$ cat src/rtl/goal_referee.sv
// -----------------------------------------------------------------------------
// goal_referee
//   Samples the ball position once per frame, detects goals in the left and
//   right goal mouths, keeps both players' scores, drives the ball block's
//   centerBall input for the kickoff pause and declares game over at WIN_SCORE.
//
// Ports
//   frame_clk   in   frame-rate clock, shared with the ball block
//   Reset       in   asynchronous, active-high
//   BallX/Y/S   in   ball centre x, centre y, radius (10-bit unsigned pixels)
//   enable      in   1 = goal detection active in PLAY
//   restart     in   level; clears scores and starts a kickoff pause
//   centerBall  out  registered recentre request to the ball block
//   score1      out  player 1 goals (scored in the right goal)
//   score2      out  player 2 goals (scored in the left goal)
//   goal_flash  out  high during the post-goal pause
//   scorer      out  00 none, 01 player 1, 10 player 2 (winner when game_over)
//   game_over   out  high once a player reaches WIN_SCORE
// -----------------------------------------------------------------------------
module goal_referee #(
    parameter int GOAL_LEFT_X  = 26,
    parameter int GOAL_RIGHT_X = 613,
    parameter int GOAL_Y_MIN   = 190,
    parameter int GOAL_Y_MAX   = 290,
    parameter int HOLD_FRAMES  = 120,
    parameter int WIN_SCORE    = 7
) (
    input  logic       frame_clk,
    input  logic       Reset,
    input  logic [9:0] BallX,
    input  logic [9:0] BallY,
    input  logic [9:0] BallS,
    input  logic       enable,
    input  logic       restart,
    output logic       centerBall,
    output logic [3:0] score1,
    output logic [3:0] score2,
    output logic       goal_flash,
    output logic [1:0] scorer,
    output logic       game_over
);

    localparam int CW = $clog2(HOLD_FRAMES + 1);

    localparam logic [10:0]   LEFT_X   = 11'(GOAL_LEFT_X);
    localparam logic [10:0]   RIGHT_X  = 11'(GOAL_RIGHT_X);
    localparam logic [9:0]    Y_MIN    = 10'(GOAL_Y_MIN);
    localparam logic [9:0]    Y_MAX    = 10'(GOAL_Y_MAX);
    localparam logic [3:0]    WIN      = 4'(WIN_SCORE);
    localparam logic [CW-1:0] CNT_LOAD = CW'(HOLD_FRAMES - 1);

    typedef enum logic [1:0] {
        PLAY      = 2'd0,
        HOLD      = 2'd1,
        GAME_OVER = 2'd2
    } state_t;

    // Every registered output plus the pause counter, updated as one bundle.
    typedef struct packed {
        logic          center;
        logic          flash;
        logic [3:0]    s1;
        logic [3:0]    s2;
        logic [1:0]    scorer;
        logic          over;
        logic [CW-1:0] cnt;
    } regs_t;

    state_t state, state_nxt;
    regs_t  r, r_nxt;

    // ------------------------------------------------------------------
    // Goal geometry. Sums are 11 bits wide so x + radius never wraps.
    // An x of 768 or more is a ball that ran past 0 and wrapped, so it
    // counts as being beyond the left goal line.
    // ------------------------------------------------------------------
    logic [10:0] x11, s11;
    logic        left_x, right_x, in_mouth;
    logic        goal_left, goal_right, goal_evt;
    logic [3:0]  new_score;
    logic        win;

    always_comb begin
        x11        = {1'b0, BallX};
        s11        = {1'b0, BallS};
        left_x     = (x11 <= (LEFT_X + s11)) || (BallX >= 10'd768);
        right_x    = ((x11 + s11) >= RIGHT_X);
        in_mouth   = (BallY >= Y_MIN) && (BallY <= Y_MAX);
        goal_left  = left_x && in_mouth;
        goal_right = right_x && in_mouth;
        goal_evt   = enable && (goal_left || goal_right);
        // Left wins a tie so a single event only ever bumps one score.
        new_score  = goal_left ? (r.s2 + 4'd1) : (r.s1 + 4'd1);
        win        = (new_score == WIN);
    end

    // ------------------------------------------------------------------
    // State register and output registers
    // ------------------------------------------------------------------
    always_ff @(posedge frame_clk or posedge Reset) begin
        if (Reset) begin
            state <= PLAY;
            r     <= '0;
        end else begin
            state <= state_nxt;
            r     <= r_nxt;
        end
    end

    // ------------------------------------------------------------------
    // Next-state logic
    // ------------------------------------------------------------------
    always_comb begin
        state_nxt = state;
        if (restart) begin
            state_nxt = HOLD;
        end else begin
            case (state)
                PLAY: begin
                    if (goal_evt)
                        state_nxt = win ? GAME_OVER : HOLD;
                end
                HOLD: begin
                    if (r.cnt == '0)
                        state_nxt = PLAY;
                end
                GAME_OVER: state_nxt = GAME_OVER;
                default:   state_nxt = PLAY;
            endcase
        end
    end

    // ------------------------------------------------------------------
    // Next-output logic
    // ------------------------------------------------------------------
    always_comb begin
        r_nxt = r;
        if (restart) begin
            // Held restart keeps reloading the counter, so the kickoff
            // pause is measured from the last frame restart was seen.
            r_nxt.s1     = '0;
            r_nxt.s2     = '0;
            r_nxt.scorer = 2'b00;
            r_nxt.over   = 1'b0;
            r_nxt.flash  = 1'b0;
            r_nxt.center = 1'b1;
            r_nxt.cnt    = CNT_LOAD;
        end else begin
            case (state)
                PLAY: begin
                    if (goal_evt) begin
                        if (goal_left) begin
                            r_nxt.s2     = new_score;
                            r_nxt.scorer = 2'b10;
                        end else begin
                            r_nxt.s1     = new_score;
                            r_nxt.scorer = 2'b01;
                        end
                        r_nxt.center = 1'b1;
                        if (win) begin
                            r_nxt.over  = 1'b1;
                            r_nxt.flash = 1'b0;
                        end else begin
                            r_nxt.flash = 1'b1;
                            r_nxt.cnt   = CNT_LOAD;
                        end
                    end
                end
                HOLD: begin
                    // The goal frame plus HOLD_FRAMES-1 counted frames gives
                    // exactly HOLD_FRAMES frames of centerBall high.
                    if (r.cnt == '0) begin
                        r_nxt.center = 1'b0;
                        r_nxt.flash  = 1'b0;
                    end else begin
                        r_nxt.cnt = r.cnt - 1'b1;
                    end
                end
                GAME_OVER: begin
                    r_nxt.center = 1'b1;
                    r_nxt.over   = 1'b1;
                end
                default: r_nxt = r;
            endcase
        end
    end

    assign centerBall = r.center;
    assign goal_flash = r.flash;
    assign score1     = r.s1;
    assign score2     = r.s2;
    assign scorer     = r.scorer;
    assign game_over  = r.over;

endmodule

$ cat config.mk
export PLATFORM = sky130hd
export DESIGN_NAME = goal_referee
export DESIGN_NICKNAME = d
export VERILOG_FILES = /design/src/rtl/goal_referee.sv
export SDC_FILE = /design/constraint.sdc
export NUM_CORES = 1
export LEC_CHECK = 0
export BUFFER_PORTS_ARGS = -buffer_cell sky130_fd_sc_hd__buf_2
export CAP_MARGIN = 20
export CORE_UTILIZATION = 45
export CTS_CLUSTER_DIAMETER = 40
export DETAILED_ROUTE_END_ITERATION = 6
export GPL_TIMING_DRIVEN = 0
export PLACE_DENSITY = 0.68
export SYNTH_ARGS = -nofsm -noshare
export SYNTH_HDL_FRONTEND = slang
export SYNTH_SLANG_ARGS = --single-unit
export TNS_END_PERCENT = 1
$ cat constraint.sdc
create_clock -name frame_clk -period 2.4 [get_ports frame_clk]
set_clock_uncertainty 0.05 [all_clocks]
set_input_delay 0.48 -clock frame_clk [delete_from_list [all_inputs] [get_ports frame_clk]]
set_output_delay 0.48 -clock frame_clk [all_outputs]
set_load 0.1 [all_outputs]
==> impl_results.md <==
- Synth area leader: dfrtp_1
- Post-Layout Cell Count: 395
- Routability congestion estimate: 0.807
- Top FF cell, synth: dfrtp_1
- Buffers on Ports: 46
- Startpoint Class: input pin
- Mux share of post-synthesis cell area: 0.0185
- Period utilization: 1.60
- Core area: 4820 sq um
- Fin. Hold Viols: 0
- Synth warn: 0
- Data required, critical path: 2510 ps
- Critical Path Max Stage Delay: 400 ps
- Detail Placement HPWL: 3910 um
- Worst-margin pin slew: 841 ps
- Final WS setup: -1440 ps
- Synth Area in Adders: 0.139
- CTS Sinks: 22
- Violated checks: negative setup slack
- Final max-slew violation count: 0
- Clock Pin Slew Worst Setup and Hold Paths: 90 ps
- RSZ-0062 raised after global routing: true
- Final Power: 0.00114 W
- Number of max-cap violations: 0
- Type of the worst setup path: input pin to flip-flop
- Remaining DRCs: 0
- Crit-path cells: buf_12 -> ha_4 -> nor3_4 -> nand2b_4 -> xor2_2 -> ha_1 -> nand4_1 -> or3_4 -> nand2_4 -> o31a_1 -> clkbuf_8 -> mux2_4 -> ha_4 -> inv_4 -> nand3_2 -> o21ai_2 -> o21ai_1 -> mux2i_1 -> nand2_1 -> a32o_1 -> a22o_1
- Peak VDD IR: 237 uV
- Lkg Pwr: 1.34 nW
- Synthesized cell area: 2300 sq um
- Largest net degree at the start of global routing: 23
- Rows: 25
- Starting density of the core: 0.478
- Worst-path fanout max: 5
- Peak Freq: 261 MHz
- Antenna Violating Nets Remaining: 0
- Compound-Gate Fraction of Synth Area: 0.257
- Final TNS setup: -27870 ps
- Tmin final: 3840 ps
- Seq/Total Area, Yosys: 0.239
- Hold WC Path Type: input pin to async pin
- Reg2reg setup slack: 280 ps
- Max transition margin: 0.438
- Drt wl/cell: 13.3 um
- Root Driver: clkbuf_8
- Routed WL: 5240 um
- Synth cell count leaders: ha_1, dfrtp_1, nor2_1
- Die H: 73.6 um
- CTS H-tree lvls: 1
- Count leader, synth: ha_1
- CTS tree: yes
- DP Worst Slack: -1850 ps
- Total grt overflow: 0
- Share of cells above drive strength 1: 0.329
- I/O Pins: 47
- Post-synth top area share: 0.239
- CP max-delay cell: or3_4
- Critical path's most frequent cell: ha_4
- Global-route wire length before repair: 8570 um
- Die ar.: 5410 sq um
- Placed insts: 378
- Cells after Synth: 265
- # hold bufs at CTS: 0
- Vias in the first global route: 1949
- Final net count: 388
- Post-Synth XOR/XNOR Area: 0.0570
- Clock tree buffer depth: 2
- Cts bufs inserted: 3
- Reg2Reg Depth: 10
- Vias per Instance: 5.45
- Worst EP arrival: 3950 ps
- Width of the die: 73.6 um
- Synth Net Count: 324
- Ant. Diodes: 0
- Switching share of power: 0.316
- Dominant combinational cell family by area after synthesis: compound AO/OA/AOI/OAI gates
- Synthesized flop and latch total: 22
- Post-synth cell types: 65
- Area Overhead vs Synth: 27.7%
- Initial drt markers: 45
- Clock share of power: 0.311
- PwrDens: 388 nW/um^2
- Synth top area cells: dfrtp_1, ha_1, a21oi_1, nor2_1, buf_4
- EDFF count, synth: 0
- NetSw: 0.000362 W
- Via count: 2152
- Asr flop ratio synth: 1.00
- Gr usage total: 0.199
- Setup violators final: 22
- Crit path capture type: flip-flop
- Seq pwr share: 0.342
- Synth Area in Simple Gates: 0.219
- Clk_lat worst skew: 270 ps
- Mean Syn Cell Area: 8.70 sq um
- Combinational share of power: 0.348
- Cell-internal power: 0.000781 W
- 1st-pass router iterations: 4
- Initial antenna violation count: 0
- Status: finished with violations
==> final timing paths <==
kind,startpoint,end
min in group frame_clk,scorer[1]$_DFFE_PP0P_,scorer[1]$_DFFE_PP0P_
worst min-delay path,Reset,centerBall$_DFFE_PP0P_
worst max register to register,score1[1]$_DFFE_PP0P_,r[6]$_DFFE_PP0P_
worst max-delay path,BallS[1],r[6]$_DFFE_PP0P_
max in group asynchronous,Reset,r[5]$_DFFE_PP0P_
worst min register to register,scorer[1]$_DFFE_PP0P_,scorer[1]$_DFFE_PP0P_
==> layout make-up <==
| cell class | instances | area, sq um |
|---|---|---|
| Multi-Input combinational cell | 212 | 1710 |
| Fill cell | 462 | 1870 |
| Inverter | 17 | 66.3 |
| Tap cell | 67 | 83.8 |
| Buffer | 14 | 109 |
| Sequential cell | 22 | 551 |
| Timing Repair Buffer | 59 | 353 |
| Clock inverter | 1 | 30.0 |
| Clock buffer | 3 | 41.3 |
==> repair_timing <==
item / CTS / global route
pin swaps: 18 / 14
gates resized for setup: 11 / 13
setup buffers: 9 / 4
hold endpoints to repair: 0 / 0
endpoints found under the setup margin: 22 / 22
==> cell usage in the layout (no fill, tap or decap), types with 5 or more instances in the layout <==
cell      netlist  final
nand3_1         8      7
a211oi_1        7      5
nor2_1         21     20
nor3_1          9      8
dfrtp_1        22     22
inv_1          17     15
xnor2_1         7      7
buf_4          10     23
nand2_1        20     19
o21ai_0        11      8
buf_2           1     45
ha_1           24     22
a21oi_1        16     15
xor2_1          8      7
==> metal layers <==
layer / part of all wire / wire (um) / vias up / track usage
li1: - / - / 1107 / -
met1: 0.47 / 2490 / 1007 / 0.273
met2: 0.49 / 2580 / 36 / 0.333
met3: 0.031 / 163 / 2 / 0.0343
met4: 0.0015 / 8 / 0 / 0.0299
met5: 0 / 0 / - / 0
==> registers in the layout, summed over array words and instances (netlist names) <==
register and flops:
r 7, score1 4, score2 4, scorer 2, state 2, centerBall 1, game_over 1, goal_flash 1
==> power groups by stage <==
stage / Sequential (W) / Clock (W) / Combinational (W)
after detailed placement: 0.000398 / 0 / 0.000357
after CTS: 0.000390 / 0.000364 / 0.000386
after global placement: 0.000398 / 0 / 0.000352
after global routing: 0.000392 / 0.000371 / 0.000442
after floorplan: 0.000398 / 0 / 0.000260
final: 0.000391 / 0.000355 / 0.000397
==> logic make-up after synthesis <==
group	Yosys count
AOI/OAI and AO/OA	76
xor gates and xnor gates	15
adders and majority gates	25
buffers and inverters	31
DFF	22
muxes	4
and+or+nand+nor	92
==> metrics by stage <==
step | util | hold slack, ps | cell area, sq um
after CTS | 0.593 | 345 | 2860
after global placement | 0.554 | 476 | 2670
after global routing | 0.611 | 400 | 2940
after detailed placement | 0.554 | 465 | 2670
after floorplan | - | 419 | 2350
final | 0.611 | 314 | 2940
==> worst max-delay path: cells and delay by family <==
kind	cells	cell delay [ps]
compound gates	5	710
simple gates	7	1200
buf+inv	3	330
mux	2	500
fa+ha+maj	3	680
xor+xnor	1	60
(Power assumes the default switching activity.)
